[src/rtl/counter_pkg.sv]
// Shared constants and helpers for the modulo step counter family.
package counter_pkg;

    localparam logic MODE_WRAP = 1'b0;
    localparam logic MODE_SAT  = 1'b1;

    localparam logic DIR_DOWN = 1'b0;
    localparam logic DIR_UP   = 1'b1;

    // Intermediate sums carry one extra bit so count + step never overflows.
    function automatic int unsigned sum_width(input int unsigned n);
        return n + 1;
    endfunction

endpackage

[src/rtl/mod_step_next.sv]
// Combinational next-count calculation for a modulo counter with a
// pre-clamped step (s_i < MODULO), reporting wrap and saturation events.
module mod_step_next
    import counter_pkg::*;
#(
    parameter int unsigned N      = 4,
    parameter int unsigned MODULO = 10
) (
    input  logic [N-1:0] count_i,
    input  logic [N-1:0] s_i,
    input  logic         up_down_i,
    input  logic         mode_i,
    output logic [N-1:0] next_count_o,
    output logic         wrap_evt_o,
    output logic         sat_evt_o
);

    localparam int unsigned W     = sum_width(N);
    localparam logic [W-1:0] ModW = W'(MODULO);
    localparam logic [N-1:0] MaxN = N'(MODULO - 1);

    logic [W-1:0] cnt_w;
    logic [W-1:0] s_w;
    logic [W-1:0] sum_w;

    assign cnt_w = {1'b0, count_i};
    assign s_w   = {1'b0, s_i};
    assign sum_w = cnt_w + s_w;

    // Select the next count and raise at most one of the wrap/sat events.
    always_comb begin
        next_count_o = count_i;
        wrap_evt_o   = 1'b0;
        sat_evt_o    = 1'b0;
        if (up_down_i == DIR_UP) begin
            if (sum_w < ModW) begin
                next_count_o = N'(sum_w);
            end else if (mode_i == MODE_WRAP) begin
                next_count_o = N'(sum_w - ModW);
                wrap_evt_o   = 1'b1;
            end else begin
                // Reaching here implies s > 0, so every attempt past the limit flags.
                next_count_o = MaxN;
                sat_evt_o    = 1'b1;
            end
        end else begin
            if (cnt_w >= s_w) begin
                next_count_o = N'(cnt_w - s_w);
            end else if (mode_i == MODE_WRAP) begin
                next_count_o = N'(cnt_w + ModW - s_w);
                wrap_evt_o   = 1'b1;
            end else begin
                next_count_o = '0;
                sat_evt_o    = 1'b1;
            end
        end
    end

endmodule

[src/rtl/mod_step_counter.sv]
// Up/down modulo counter with runtime step, wrap/saturate mode, synchronous
// load and registered wrap/saturation event pulses.
module mod_step_counter
    import counter_pkg::*;
#(
    parameter int unsigned N      = 4,
    parameter int unsigned MODULO = 10
) (
    input  logic         clk,
    input  logic         rst_n,
    input  logic         en,
    input  logic         up_down,
    input  logic         mode,
    input  logic         load,
    input  logic [N-1:0] load_val,
    input  logic [N-1:0] step,
    output logic [N-1:0] count,
    output logic         tc,
    output logic         wrap_o,
    output logic         sat_o
);

    localparam int unsigned W     = sum_width(N);
    localparam logic [W-1:0] ModW = W'(MODULO);
    localparam logic [N-1:0] MaxN = N'(MODULO - 1);

    logic [N-1:0] count_q, count_d;
    logic         wrap_q, wrap_d;
    logic         sat_q, sat_d;

    logic [N-1:0] s_eff;
    logic [N-1:0] load_eff;
    logic [N-1:0] step_next;
    logic         step_wrap;
    logic         step_sat;

    // Out-of-range step and load values clamp to the top of the range.
    assign s_eff    = ({1'b0, step} < ModW) ? step : MaxN;
    assign load_eff = ({1'b0, load_val} < ModW) ? load_val : MaxN;

    mod_step_next #(
        .N      (N),
        .MODULO (MODULO)
    ) u_next (
        .count_i      (count_q),
        .s_i          (s_eff),
        .up_down_i    (up_down),
        .mode_i       (mode),
        .next_count_o (step_next),
        .wrap_evt_o   (step_wrap),
        .sat_evt_o    (step_sat)
    );

    // Priority mux: load over enabled step over hold; flags only from a step.
    always_comb begin
        count_d = count_q;
        wrap_d  = 1'b0;
        sat_d   = 1'b0;
        if (load) begin
            count_d = load_eff;
        end else if (en) begin
            count_d = step_next;
            wrap_d  = step_wrap;
            sat_d   = step_sat;
        end
    end

    // State registers with asynchronous active-low reset.
    always_ff @(posedge clk or negedge rst_n) begin
        if (!rst_n) begin
            count_q <= '0;
            wrap_q  <= 1'b0;
            sat_q   <= 1'b0;
        end else begin
            count_q <= count_d;
            wrap_q  <= wrap_d;
            sat_q   <= sat_d;
        end
    end

    assign count  = count_q;
    assign wrap_o = wrap_q;
    assign sat_o  = sat_q;
    assign tc     = (up_down == DIR_UP) ? (count_q == MaxN) : (count_q == '0);

endmodule

[config.mk]
export PLATFORM = sky130hd
export DESIGN_NAME = mod_step_counter
export DESIGN_NICKNAME = d
export VERILOG_FILES = /design/src/rtl/counter_pkg.sv /design/src/rtl/mod_step_next.sv /design/src/rtl/mod_step_counter.sv
export SDC_FILE = /design/constraint.sdc
export NUM_CORES = 1
export LEC_CHECK = 0
export BUFFER_PORTS_ARGS = -buffer_cell sky130_fd_sc_hd__clkbuf_2
export CORE_MARGIN = 2
export CORE_UTILIZATION = 50
export CTS_BUF_LIST = sky130_fd_sc_hd__clkbuf_8
export DETAILED_ROUTE_END_ITERATION = 8
export PLACE_DENSITY = 0.81
export SLEW_MARGIN = 0
export SYNTH_ARGS = -nofsm -noshare
export SYNTH_HDL_FRONTEND = slang
export SYNTH_SLANG_ARGS = --single-unit
[constraint.sdc]
create_clock -name clk -period 2.3 [get_ports clk]
set_input_delay 0.575 -clock clk [delete_from_list [all_inputs] [get_ports clk]]
set_output_delay 0.575 -clock clk [all_outputs]
set_load 0.02 [all_outputs]
==> reports/summary.txt, run 1 <==
Die Y: 47.4 um
Diode count: 0
Placed Instance Area: 1250 um2
Crit Path Class: in2reg
Critical Path AT: 2590 ps
H-tree Lvls: 1
Final Slew Violations: 0
VDD IR-drop max: 0.639 mV
Setup-failing EPs final: 6
Register area share after synthesis: 16.0%
Die area: 2240 um2
Comb pwr share: 77.1%
Post-synth EDFFs: 0
CP max stage delay: 480 ps
Main synth FF type: dfrtp_1
Max Clk Rate: 398 MHz
Clock transition at the registers of the reported paths: 40 ps
Hold Slack: 178 ps
Core Area: 1750 um2
Clock Skews: 3.71 ps
Via count: 1009
Violated checks: setup timing
GPL Wtd Cong: 0.927
CP endpoint kind: register
Vias in the first global route: 922
Top post-synthesis cells by area: dfrtp_1, ha_1, fa_1
Die W: 47.4 um
Post-layout min period: 2510 ps
Cells along the critical path: buf_6 > o21ai_2 > nand2b_1 > ha_2 > inv_2 > fa_2 > ha_4 > o31ai_4 > buf_4 > mux2i_1 > a21oi_1
Ys Warns: 0
CP max FO: 5
Global-route wire length before repair: 4130 um
DRC violations left: 0
Switching portion of total power: 43.5%
Pre-Repair DR Iteration Count: 4
RSZ-0062 raised after global routing: true
Area leader, netlist: dfrtp_1
Register area: 150 um2
CTS buffer count: 3
Ports: 21
TritonCTS clock tree: yes
Layout cells sized above 1: 53.4%
Max Buffers Root-to-Sink: 2
Tcrit/Tclk final: 109%
Synth top area share: 16.0%
Total gr overflow: 0
Leak: 0.673 nW
Average size of a mapped cell: 9.05 um2
Clk root buf: clkbuf_8
# clock sinks: 6
Mapped Area: 941 um2
Worst skew pair latency: 220 ps
Critical path data required time: 2380 ps
Post-Route WL: 3300 um
Pwr dens: 933 nW/um2
Final Hold Fails: 0
Net count, final: 179
Clock power frac: 11.7%
Area growth syn-to-layout: 52.1%
Asr flop ratio synth: 100%
Max cap viols: 0
Routed len/inst: 19.1 um
DRT iter0 DRCs: 34
Initial antenna violation count: 0
Yosys cell types: 41
Dpl hpwl: 2110 um
Seq cells post-synth: 6
Status: finished, violations left
Max_slew headroom: 73.7%
Routed Antenna Nets: 0
Post-Place Worst Slack: -328 ps
NetSw: 0.000580 W
Vias per cell: 5.83
Largest net degree at the start of global routing: 13
Post-route cell area: 1430 um2
Fillers: 102
Setup ws final: -212 ps
Syn Nets: 133
Footprint of the multi-input gates: 835 um2
Critical path startpoint category: input port
Slew at the pin with the worst max-slew slack: 391 ps
Worst Hold Class: in2async
Cells after Synth: 104
Initial Utilization: 53.9%
Slowest cell on the critical path: fa_2
I/O Buffers: 20
Int Pwr: 0.000754 W
Total track usage: 26.8%
# rows: 15
Share of power burned in registers: 11.2%
## cell type report
type	instances	share of cell area, %
Inverter	14	3.67
Sequential cell	6	10.5
Tap cell	25	2.19
Timing Repair Buffer	46	22.5
Multi-Input combinational cell	79	58.3
Clock buffer	3	2.88
## final timing paths
path	start	to	slack, ps	depth (start not counted)
worst max-delay path	step[2]	count[2]	-210	11
worst min-delay path	rst_n	count[1]	180	1
worst max register to register	count[0]	count[2]	-50	9
worst min register to register	count[0]	count[0]	880	3
max in group asynchronous	rst_n	count[2]	1960	1
min in group clk	load_val[0]	count[0]	620	3
## state kept, by name, indices dropped and copies added (netlist names)
name,flops
count,4
wrap_o,1
sat_o,1
## synth_stat cells, types with 2 or more instances
| cell type | number |
|---|---|
| xnor2_1 | 3 |
| dfrtp_1 | 6 |
| nor2_1 | 5 |
| a311oi_1 | 2 |
| clkbuf_1 | 4 |
| o21ai_0 | 5 |
| nand3b_1 | 2 |
| fa_1 | 4 |
| nand2_1 | 6 |
| ha_1 | 11 |
| nor3_1 | 3 |
| a21oi_1 | 3 |
| mux2i_1 | 2 |
| nand3_1 | 2 |
| nand2b_1 | 4 |
| inv_1 | 13 |
| or3_1 | 3 |
| nor2b_1 | 3 |
## placed cells by master, fill, tap and decap left out, types with 2 or more instances in the layout
cell type  netlist  final
clkbuf_8         0      3
nor2b_1          3      3
nand2b_1         4      4
fa_2             0      3
nand2_1          6      5
ha_1            11      6
inv_1           13      9
mux2i_1          2      2
o21ai_1          0      2
ha_2             0      2
dfrtp_1          6      6
or3_1            3      3
nor2_1           5      4
nand3_1          2      2
inv_2            1      5
ha_4             0      3
xnor2_1          3      2
nand3b_1         2      2
buf_6            1      3
nor3_1           3      2
a311oi_1         2      2
buf_4            0     25
o21ai_0          5      2
a21oi_1          3      3
clkbuf_2         0     17
## per-layer routing
metal | vias up | GRT usage [%] | wire length [um]
li1 | 461 | - | -
met1 | 475 | 33.4 | 1300
met2 | 55 | 48.4 | 1670
met3 | 18 | 5.77 | 194
met4 | 0 | 3.33 | 127
met5 | - | 0 | 0
## metrics by stage
step / cells / utilization [%] / power, W / setup TNS, ps
floorplan: 104 / - / 0.000710 / -134
global placement: 165 / 71.9 / 0.000939 / -1390
global route: 173 / 82.0 / 0.00140 / -1200
finish: 173 / 82.0 / 0.00133 / -702
detailed placement: 165 / 71.9 / 0.000983 / -1610
CTS: 170 / 77.3 / 0.00120 / -203
## power groups by stage
stage | logic (W) | clock network (W) | registers, W
final | 0.00103 | 0.000157 | 0.000150
after floorplan | 0.000529 | 0 | 0.000180
after CTS | 0.000899 | 0.000156 | 0.000145
after global routing | 0.00109 | 0.000163 | 0.000152
after detailed placement | 0.000836 | 0 | 0.000147
after global placement | 0.000794 | 0 | 0.000146
## cell families after synthesis
kind of cell	share of synthesized area, %
xor gates and xnor gates	3.72
muxes	3.32
AOI/OAI and AO/OA	23.1
DFF	16.0
adders and majority gates	23.1
buffers and inverters	8.38
and+or+nand+nor	22.3
## worst max-delay path, delay by kind of cell
kind / cells / cell delay, ps
fa+ha+maj: 3 / 870
compound gates: 3 / 520
buf+inv: 3 / 320
mux: 1 / 200
simple gates: 1 / 90
## repair_timing
action,CTS,global route
resized for setup,5,12
endpoints found under the setup margin,5,7
setup buffers,2,3
hold buffers,0,0
pin swaps,7,9
Note: power is estimated with default switching activity, not from simulation.
==> inputs of run 2 (changes only) <==
--- a/config.mk
+++ b/config.mk
@@ -11,6 +11,7 @@
 export CTS_BUF_LIST = sky130_fd_sc_hd__clkbuf_8
 export DETAILED_ROUTE_END_ITERATION = 8
 export PLACE_DENSITY = 0.81
+export SKIP_CTS_REPAIR_TIMING = 1
 export SLEW_MARGIN = 0
 export SYNTH_ARGS = -nofsm -noshare
 export SYNTH_HDL_FRONTEND = slang
==> reports/summary.txt, run 2 (synthesis results as in run 1) <==
R2R Setup Slk: 50 ps
Total power: 0.00126 W
Initial Utilization: 53.9%
Global-route wire length before repair: 3930 um
R2r worst-path depth: 9
Top Family by Delay on Critical Path: compound AO/OA/AOI/OAI gates
DRT iter0 DRCs: 34
Clk root buf: clkbuf_8
Max Clk Rate: 411 MHz
Status: finished, violations left
Post-layout min period: 2440 ps
Placed cell count: 165
CP endpoint kind: register
Vias per cell: 5.74
Reg-to-Reg Start: count[0]
Max Buffers Root-to-Sink: 2
I/O Buffers: 20
Commonest non-fill, non-tap cell in the layout: buf_4
Setup-failing EPs final: 6
Reg2reg end: count[2]
Max_slew headroom: 75.0%
CP max stage delay: 370 ps
H-tree Lvls: 1
Vias in the first global route: 906
Crit Path Class: in2reg
VDD IR-drop max: 0.699 mV
Die area: 2240 um2
Die W: 47.4 um
Total track usage: 25.3%
WP buf/inv: 2
# rows: 15
Critical Path AT: 2520 ps
CP max FO: 6
Non-filler cells, final: 171
# clock sinks: 6
Pwr dens: 894 nW/um2
Ports: 21
Post-Route WL: 2780 um
Critical path startpoint category: input port
Routed len/inst: 16.3 um
Placed Instance Area: 1250 um2
Slew at the pin with the worst max-slew slack: 372 ps
Total gr overflow: 0
Hold Slack: 172 ps
Final Slew Violations: 0
Area growth syn-to-layout: 49.2%
Die Y: 47.4 um
Leak: 0.665 nW
Worst skew pair latency: 220 ps
RSZ-0062 raised after global routing: true
Slowest cell on the critical path: o31ai_1
Final Hold Fails: 0
DRC violations left: 0
GPL Wtd Cong: 0.927
Setup ws final: -136 ps
Initial antenna violation count: 0
Clock Skews: 7.07 ps
Core Area: 1750 um2
Post-Place Worst Slack: -328 ps
Cells along the critical path: buf_6 > o21ai_2 > nand2b_1 > ha_2 > fa_2 > a21bo_2 > a31oi_4 > buf_4 > nor3b_1 > o31ai_1 > a21oi_1
Pre-Repair DR Iteration Count: 4
Most frequent cells in the layout: buf_4, clkbuf_2, inv_1
Diode count: 0
Clock transition at the registers of the reported paths: 40 ps
Net count, final: 177
Routed Antenna Nets: 0
Violated checks: setup timing
Largest net degree at the start of global routing: 13
Fillers: 102
Critical path data required time: 2380 ps
CTS buffer count: 3
Worst Hold Class: in2async
Dpl hpwl: 2110 um
Max reg flops: 4
Tcrit/Tclk final: 106%
TritonCTS clock tree: yes
Layout cells sized above 1: 52.7%
Via count: 982
Max cap viols: 0
Post-route cell area: 1400 um2
==> run 2: final cells by class <==
cell class              instances  area, um2  share of cell area [%]
clock buffers                   3       41.3                    2.94
inverters                      14       52.6                    3.74
multi-input cells              79        826                    58.8
flip-flops and latches          6        150                    10.7
well taps                      25       31.3                    2.23
repair buffers                 44        303                    21.6
==> run 2: worst max-delay path by stage <==
stage	start	end	slack, ps	depth (start not counted)
floorplan	step[1]	count[1]	-100	9
CTS	step[3]	count[1]	-130	11
global placement	step[3]	count[1]	-290	11
finish	step[2]	count[2]	-140	11
detailed placement	step[3]	count[1]	-330	11
global route	step[3]	count[2]	-220	12
==> run 2: worst register-to-register path: stages (launching register included) <==
cell and delay, ps:
dfrtp_1 380, ha_2 210, inv_2 40, fa_2 390, xnor2_4 180, ha_4 190
o31ai_4 310, buf_4 170, mux2i_1 180, a21oi_1 60
==> run 2: layer usage <==
layer	track usage, %	routed length (um)	vias to the layer above
met5	0	0	-
met4	5.00	74	0
met3	4.62	188	11
met2	45.1	1420	44
met1	31.5	1100	471
li1	-	-	456
==> run 2: through the flow <==
| step | TNS (ps) | util, % |
|---|---|---|
| after floorplan | -134 | - |
| after CTS | -384 | 74.3 |
| after global placement | -1390 | 71.9 |
| final | -319 | 80.4 |
| after global routing | -816 | 80.4 |
| after detailed placement | -1610 | 71.9 |
==> run 2: where the power goes <==
part / switching [W] / internal [W]
Sequential: 0.0000221 / 0.000127
Combinational: 0.000465 / 0.000485
Clock: 0.0000446 / 0.000112
Total: 0.000532 / 0.000724
